[src/rtl/tlb_op_ctrl_pkg.sv]
// Shared TLB types and sizing for the TLB op controller and the mmu.
package tlb_op_ctrl_pkg;

  localparam int unsigned TLB_LINE  = 32;
  localparam int unsigned TLB_WIDTH = 5;

  typedef enum logic [1:0] {
    OpProbe     = 2'd0,
    OpRead      = 2'd1,
    OpWriteIdx  = 2'd2,
    OpWriteRand = 2'd3
  } tlb_op_e;

  typedef enum logic [1:0] {
    StIdle   = 2'd0,
    StExec   = 2'd1,
    StCommit = 2'd2
  } tlb_ctrl_state_e;

endpackage

[src/rtl/tlb_op_ctrl_if.sv]
// MEM-stage request, mmu op/result and cp0 commit signals of the TLB op controller.
interface tlb_op_ctrl_if;
  import tlb_op_ctrl_pkg::*;

  logic        req_valid;
  tlb_op_e     req_op;
  logic        req_ready;
  logic        flush;
  logic        stall;
  logic        done;

  logic        mmu_tlbp;
  logic        mmu_tlbr;
  logic        mmu_tlbwi;
  logic        mmu_tlbwr;
  logic [31:0] mmu_index_in;
  logic [31:0] mmu_entryhi_in;
  logic [31:0] mmu_entrylo0_in;
  logic [31:0] mmu_entrylo1_in;

  logic        cp0_index_we;
  logic        cp0_entry_we;
  logic [31:0] cp0_index_wdata;
  logic [31:0] cp0_entryhi_wdata;
  logic [31:0] cp0_entrylo0_wdata;
  logic [31:0] cp0_entrylo1_wdata;

  modport master (
    output req_valid, req_op, flush,
    output mmu_index_in, mmu_entryhi_in, mmu_entrylo0_in, mmu_entrylo1_in,
    input  req_ready, stall, done,
    input  mmu_tlbp, mmu_tlbr, mmu_tlbwi, mmu_tlbwr,
    input  cp0_index_we, cp0_entry_we,
    input  cp0_index_wdata, cp0_entryhi_wdata, cp0_entrylo0_wdata, cp0_entrylo1_wdata
  );

  modport slave (
    input  req_valid, req_op, flush,
    input  mmu_index_in, mmu_entryhi_in, mmu_entrylo0_in, mmu_entrylo1_in,
    output req_ready, stall, done,
    output mmu_tlbp, mmu_tlbr, mmu_tlbwi, mmu_tlbwr,
    output cp0_index_we, cp0_entry_we,
    output cp0_index_wdata, cp0_entryhi_wdata, cp0_entrylo0_wdata, cp0_entrylo1_wdata
  );

endinterface

[src/rtl/tlb_op_ctrl_random_ctr.sv]
// CP0 Random register: free-running decrement from TLB_LINE-1 down to Wired, then wrap.
module tlb_op_ctrl_random_ctr
  import tlb_op_ctrl_pkg::*;
(
  input  logic                 clk,
  input  logic                 rst_n,
  input  logic [TLB_WIDTH-1:0] i_wired_in,
  input  logic                 i_wired_we,
  output logic [TLB_WIDTH-1:0] o_random
);

  localparam logic [TLB_WIDTH-1:0] RandMax = TLB_WIDTH'(TLB_LINE - 1);

  logic [TLB_WIDTH-1:0] r_random;

  // Wired at or above the max makes the compare always true, so Random holds at max.
  always_ff @(posedge clk or negedge rst_n) begin
    if (!rst_n) begin
      r_random <= RandMax;
    end else if (i_wired_we || (r_random <= i_wired_in)) begin
      r_random <= RandMax;
    end else begin
      r_random <= r_random - 1'b1;
    end
  end

  assign o_random = r_random;

endmodule

[src/rtl/tlb_op_ctrl.sv]
// Sequences TLBP/TLBR/TLBWI/TLBWR from MEM into the mmu and commits results to CP0.
module tlb_op_ctrl
  import tlb_op_ctrl_pkg::*;
(
  input  logic                 clk,
  input  logic                 rst_n,
  tlb_op_ctrl_if.slave         bus,
  input  logic [TLB_WIDTH-1:0] i_wired_in,
  input  logic                 i_wired_we,
  output logic [31:0]          o_random_out
);

  tlb_ctrl_state_e r_state;
  tlb_op_e         r_op;
  logic            r_done;
  logic            r_index_we;
  logic            r_entry_we;
  logic [31:0]     r_index;
  logic [31:0]     r_entryhi;
  logic [31:0]     r_entrylo0;
  logic [31:0]     r_entrylo1;

  logic                 w_accept;
  logic                 w_exec_go;
  logic [TLB_WIDTH-1:0] w_random;

  assign w_accept  = (r_state == StIdle) && bus.req_valid && !bus.flush;
  assign w_exec_go = (r_state == StExec) && !bus.flush;

  always_ff @(posedge clk or negedge rst_n) begin
    if (!rst_n) begin
      r_state    <= StIdle;
      r_op       <= OpProbe;
      r_done     <= 1'b0;
      r_index_we <= 1'b0;
      r_entry_we <= 1'b0;
      r_index    <= '0;
      r_entryhi  <= '0;
      r_entrylo0 <= '0;
      r_entrylo1 <= '0;
    end else begin
      r_done     <= 1'b0;
      r_index_we <= 1'b0;
      r_entry_we <= 1'b0;
      unique case (r_state)
        StIdle: begin
          if (w_accept) begin
            r_op    <= bus.req_op;
            r_state <= StExec;
          end
        end
        StExec: begin
          // A flush here kills the op before the mmu sees a strobe.
          if (bus.flush) begin
            r_state <= StIdle;
          end else begin
            r_state    <= StCommit;
            r_done     <= 1'b1;
            r_index_we <= (r_op == OpProbe);
            r_entry_we <= (r_op == OpRead);
            if (r_op == OpProbe) r_index <= bus.mmu_index_in;
            if (r_op == OpRead) begin
              r_entryhi  <= bus.mmu_entryhi_in;
              r_entrylo0 <= bus.mmu_entrylo0_in;
              r_entrylo1 <= bus.mmu_entrylo1_in;
            end
          end
        end
        StCommit: r_state <= StIdle;
        default:  r_state <= StIdle;
      endcase
    end
  end

  assign bus.req_ready = (r_state == StIdle);
  assign bus.stall     = (r_state != StIdle) || (bus.req_valid && !bus.flush);
  assign bus.done      = r_done;

  assign bus.mmu_tlbp  = w_exec_go && (r_op == OpProbe);
  assign bus.mmu_tlbr  = w_exec_go && (r_op == OpRead);
  assign bus.mmu_tlbwi = w_exec_go && (r_op == OpWriteIdx);
  assign bus.mmu_tlbwr = w_exec_go && (r_op == OpWriteRand);

  assign bus.cp0_index_we       = r_index_we;
  assign bus.cp0_entry_we       = r_entry_we;
  assign bus.cp0_index_wdata    = r_index;
  assign bus.cp0_entryhi_wdata  = r_entryhi;
  assign bus.cp0_entrylo0_wdata = r_entrylo0;
  assign bus.cp0_entrylo1_wdata = r_entrylo1;

  tlb_op_ctrl_random_ctr u_random_ctr (
    .clk        (clk),
    .rst_n      (rst_n),
    .i_wired_in (i_wired_in),
    .i_wired_we (i_wired_we),
    .o_random   (w_random)
  );

  assign o_random_out = {{(32 - TLB_WIDTH){1'b0}}, w_random};

endmodule

[src/flat_wrapper.sv]
// flat-port wrapper written by rule: the top's interface ports become plain ports
module tlb_op_ctrl_flat import tlb_op_ctrl_pkg::*;
  (clk, rst_n, i_wired_in, i_wired_we, o_random_out, bus_req_valid, bus_req_op, bus_flush, bus_mmu_index_in, bus_mmu_entryhi_in, bus_mmu_entrylo0_in, bus_mmu_entrylo1_in, bus_req_ready, bus_stall, bus_done, bus_mmu_tlbp, bus_mmu_tlbr, bus_mmu_tlbwi, bus_mmu_tlbwr, bus_cp0_index_we, bus_cp0_entry_we, bus_cp0_index_wdata, bus_cp0_entryhi_wdata, bus_cp0_entrylo0_wdata, bus_cp0_entrylo1_wdata);
  tlb_op_ctrl_if bus_i ();
  input  logic clk;
  input  logic rst_n;
  input  logic [TLB_WIDTH-1:0] i_wired_in;
  input  logic i_wired_we;
  output logic [31:0] o_random_out;
  input wire logic [$bits(bus_i.req_valid)-1:0] bus_req_valid;
  input wire logic [$bits(bus_i.req_op)-1:0] bus_req_op;
  input wire logic [$bits(bus_i.flush)-1:0] bus_flush;
  input wire logic [$bits(bus_i.mmu_index_in)-1:0] bus_mmu_index_in;
  input wire logic [$bits(bus_i.mmu_entryhi_in)-1:0] bus_mmu_entryhi_in;
  input wire logic [$bits(bus_i.mmu_entrylo0_in)-1:0] bus_mmu_entrylo0_in;
  input wire logic [$bits(bus_i.mmu_entrylo1_in)-1:0] bus_mmu_entrylo1_in;
  output wire logic [$bits(bus_i.req_ready)-1:0] bus_req_ready;
  output wire logic [$bits(bus_i.stall)-1:0] bus_stall;
  output wire logic [$bits(bus_i.done)-1:0] bus_done;
  output wire logic [$bits(bus_i.mmu_tlbp)-1:0] bus_mmu_tlbp;
  output wire logic [$bits(bus_i.mmu_tlbr)-1:0] bus_mmu_tlbr;
  output wire logic [$bits(bus_i.mmu_tlbwi)-1:0] bus_mmu_tlbwi;
  output wire logic [$bits(bus_i.mmu_tlbwr)-1:0] bus_mmu_tlbwr;
  output wire logic [$bits(bus_i.cp0_index_we)-1:0] bus_cp0_index_we;
  output wire logic [$bits(bus_i.cp0_entry_we)-1:0] bus_cp0_entry_we;
  output wire logic [$bits(bus_i.cp0_index_wdata)-1:0] bus_cp0_index_wdata;
  output wire logic [$bits(bus_i.cp0_entryhi_wdata)-1:0] bus_cp0_entryhi_wdata;
  output wire logic [$bits(bus_i.cp0_entrylo0_wdata)-1:0] bus_cp0_entrylo0_wdata;
  output wire logic [$bits(bus_i.cp0_entrylo1_wdata)-1:0] bus_cp0_entrylo1_wdata;
  assign bus_i.req_valid = bus_req_valid;
  assign bus_i.req_op = bus_req_op;
  assign bus_i.flush = bus_flush;
  assign bus_i.mmu_index_in = bus_mmu_index_in;
  assign bus_i.mmu_entryhi_in = bus_mmu_entryhi_in;
  assign bus_i.mmu_entrylo0_in = bus_mmu_entrylo0_in;
  assign bus_i.mmu_entrylo1_in = bus_mmu_entrylo1_in;
  assign bus_req_ready = bus_i.req_ready;
  assign bus_stall = bus_i.stall;
  assign bus_done = bus_i.done;
  assign bus_mmu_tlbp = bus_i.mmu_tlbp;
  assign bus_mmu_tlbr = bus_i.mmu_tlbr;
  assign bus_mmu_tlbwi = bus_i.mmu_tlbwi;
  assign bus_mmu_tlbwr = bus_i.mmu_tlbwr;
  assign bus_cp0_index_we = bus_i.cp0_index_we;
  assign bus_cp0_entry_we = bus_i.cp0_entry_we;
  assign bus_cp0_index_wdata = bus_i.cp0_index_wdata;
  assign bus_cp0_entryhi_wdata = bus_i.cp0_entryhi_wdata;
  assign bus_cp0_entrylo0_wdata = bus_i.cp0_entrylo0_wdata;
  assign bus_cp0_entrylo1_wdata = bus_i.cp0_entrylo1_wdata;
  tlb_op_ctrl u_core (.clk(clk), .rst_n(rst_n), .bus(bus_i), .i_wired_in(i_wired_in), .i_wired_we(i_wired_we), .o_random_out(o_random_out));
endmodule
[config.mk]
export PLATFORM = sky130hd
export DESIGN_NAME = tlb_op_ctrl_flat
export DESIGN_NICKNAME = d
export VERILOG_FILES = /design/src/rtl/tlb_op_ctrl_pkg.sv /design/src/rtl/tlb_op_ctrl_if.sv /design/src/rtl/tlb_op_ctrl_random_ctr.sv /design/src/rtl/tlb_op_ctrl.sv /design/src/flat_wrapper.sv
export SDC_FILE = /design/constraint.sdc
export NUM_CORES = 1
export LEC_CHECK = 0
export ABC_CLOCK_PERIOD_IN_PS = 2400
export BUFFER_PORTS_ARGS = -buffer_cell sky130_fd_sc_hd__buf_2
export CORE_MARGIN = 5
export CORE_UTILIZATION = 45
export DETAILED_ROUTE_END_ITERATION = 7
export PLACE_DENSITY_LB_ADDON = 0.15
export SYNTH_ARGS = -nofsm -noshare
export SYNTH_HDL_FRONTEND = slang
export SYNTH_SLANG_ARGS = --single-unit
export TNS_END_PERCENT = 5
[constraint.sdc]
create_clock -name clk -period 2.4 [get_ports clk]
set_input_delay 0.6 -clock clk [delete_from_list [all_inputs] [get_ports clk]]
set_output_delay 0.6 -clock clk [all_outputs]
set_load 0.01 [all_outputs]
==> results.json <==
{
  "place.gp.congestion": 0.745,
  "cts_inserted_buffers": 17,
  "post-dp-hpwl_um": 10500,
  "grt_pass1_vias": 4144,
  "place_ws_ns": 0.319,
  "cts.sink_count": 140,
  "io_pins": 309,
  "grt_first_pass_wirelength_um": 20900,
  "clk_pin_slew_ns": 0.06,
  "fillers": 1022,
  "crit_required_ns": 1.80,
  "grt_overflow_total": 0,
  "setup_viol": 0,
  "slew_viol_final": 0,
  "netlist_top_cells_count": "dfrtp_1 (135), mux2_2 (101), buf_4 (34)",
  "final_nets": 794,
  "routed_wirelength_um": 13700,
  "firstDrtPassIters": 4,
  "syn_area_per_cell_um2": 16.0,
  "cts-root-buf": "clkbuf_16",
  "irDropWorstVdd_v": 0.000696,
  "finalCritPeriodShare_pct": 88.9,
  "synth_seq_cells": 140,
  "power_density_nw_per_um2": 1150,
  "post_cts_resized": 0,
  "fp.dieH_um": 122,
  "fp.dieArea_um2": 14900,
  "synth-edff-count": 0,
  "diodes": 0,
  "synthCells": 354,
  "hold_slack_ns": 0.168,
  "synth_area_leaders": "dfrtp_1 (60%), mux2_2 (20%), mux2_1 (5.8%)",
  "post_cts_buffers": 0,
  "cts_hold_buf": 0,
  "core_um2": 12500,
  "synth_area_um2": 5660,
  "layout-drive-gt1-share_pct": 64.9,
  "initialDrtViolationCount": 142,
  "postRouteAntennaNets": 0,
  "cts_tree": "built",
  "synthDistinctLibCells": 25,
  "clk_latency_ns": 0.41,
  "arrival_ns": 1.53,
  "area.sequential_um2": 3510,
  "grt_usage_pct": 18.3,
  "cp_max_fo": 6,
  "multi_input_area_um2": 1860,
  "drc": 0,
  "finClkSkew_ns": 0.00591,
  "maxCapViolCount": 0,
  "yosysTopAreaCell": "dfrtp_1",
  "ys_async_sr_fraction_pct": 100,
  "vias": 3858,
  "hold_viol_final": 0,
  "fmax_mhz": 469,
  "hold_path.class": "input port to asynchronous set/reset pin",
  "yosysWarnings": 0,
  "rsz0062_at_grt": "false",
  "critPathKind": "register to output port",
  "cp-end-kind": "output port",
  "die_w_um": 122,
  "synth_top_area_share_pct": 59.7,
  "slew_headroom_pct": 57.6,
  "critPathLaunchType": "register",
  "synth_ff_type": "dfrtp_1",
  "min_period_ns": 2.13,
  "io_buffer_count": 281,
  "setup-tns-final_ns": 0,
  "p_leak_uw": 0.00406,
  "status": "finished clean",
  "yosysMostFrequentCell": "dfrtp_1",
  "worst_pin_slew_ns": 0.630,
  "start_util_pct": 45.4,
  "htree_levels": 4,
  "rows": 41,
  "setup_ws_ns": 0.266,
  "routedWlPerCell_um": 16.5,
  "syn_to_final_growth_pct": 36.6,
  "clk_path_buf_depth": 2,
  "antenna_found_initial": 0,
  "yosysSeqAreaShare_pct": 62.0,
  "grt_max_degree": 60,
  "via_per_inst": 4.65
}
-- final timing paths --
| kind | endpoint | cells past startpoint | startpoint | slack, ns |
|---|---|---|---|---|
| worst max-delay path | bus_mmu_tlbp | 4 | u_core.r_state[1]$_DFFE_PN0P_ | 0.27 |
| worst min-delay path | u_core.bus.cp0_entrylo0_wdata[2]$_DFFE_PN0P_ | 1 | rst_n | 0.17 |
| worst max register to register | u_core.bus.cp0_entrylo0_wdata[17]$_DFFE_PN0P_ | 4 | u_core.r_state[1]$_DFFE_PN0P_ | 0.66 |
| worst min register to register | u_core.bus.cp0_entryhi_wdata[30]$_DFFE_PN0P_ | 1 | u_core.bus.cp0_entryhi_wdata[30]$_DFFE_PN0P_ | 0.48 |
| max in group asynchronous | u_core.u_random_ctr.o_random[4]$_DFF_PN1_ | 2 | rst_n | 1.54 |
| min in group clk | u_core.bus.cp0_entryhi_wdata[23]$_DFFE_PN0P_ | 2 | bus_mmu_entryhi_in[23] | 0.41 |
-- where the power goes --
| group | switching, uW | internal [uW] | total, uW |
|---|---|---|---|
| clock | 910 | 1540 | 2450 |
| combinational | 1270 | 1370 | 2640 |
| sequential | 458 | 3310 | 3770 |
-- per-stage QoR --
step           utilization, %  total power, uW  area, um2  instances
2_1_floorplan               -             5140       5750        380
3_3_place_gp             57.5             6420       7160        801
3_5_place_dp             57.5             6500       7160        801
4_1_cts                  62.0             9010       7720        830
5_1_grt                  62.0             9390       7720        830
6_report                 62.0             8860       7720        830
-- cell families after synthesis --
| family | synth area share (%) |
|---|---|
| buffers and inverters | 6.83 |
| AND/OR/NAND/NOR | 2.37 |
| flip-flops | 62.0 |
| XOR/XNOR | 0.465 |
| multiplexers | 25.9 |
| adder cells (fa/ha/maj) | 1.33 |
| other | 0.0663 |
| AO/OA/AOI/OAI | 1.02 |
-- registers in the layout, indices dropped and copies added (netlist names), 2 cells and up --
register	flops
u_core.bus.cp0_index_wdata	32
u_core.r_op	2
u_core.u_random_ctr.o_random	5
u_core.bus.cp0_entryhi_wdata	32
u_core.r_state	2
u_core.bus.cp0_entrylo0_wdata	32
u_core.bus.cp0_entrylo1_wdata	32
-- cells in the final DEF, fill, tap and decap left out, types with 5 or more instances in the layout --
master and n:
ha_1 6, mux2_2 101, buf_12 6, clkbuf_16 17, mux2_1 29, dfrtp_1 135
inv_1 6, buf_2 280, dfstp_2 5, o211ai_1 5, conb_1 27, clkbuf_8 5
-- worst max-delay path: stages (launching register included) --
cell and delay (ns):
dfrtp_1 0.42, nor3b_4 0.20, buf_4 0.16, nor3b_1 0.18, buf_2 0.17
-- per-layer routing --
layer  up-vias  part of all wire [%]  routed length, um  global-route usage (%)
met2       192                    51               6970                    31.6
li1       1777                     -                  -                       -
met3        24                    13               1730                    8.68
met1      1865                    35               4750                    19.2
met5         -                     0                  0                       0
met4         0                   2.1                285                    7.28
-- layout make-up --
class / count / area share [%]
sequential: 140 / 45.4
clock buffer: 23 / 6.45
tap: 172 / 2.79
inverter: 6 / 0.292
multi-input combinational: 193 / 24.1
timing repair buffer: 290 / 20.1
clock inverter: 6 / 0.810
Power figures use the tool's default switching activity.
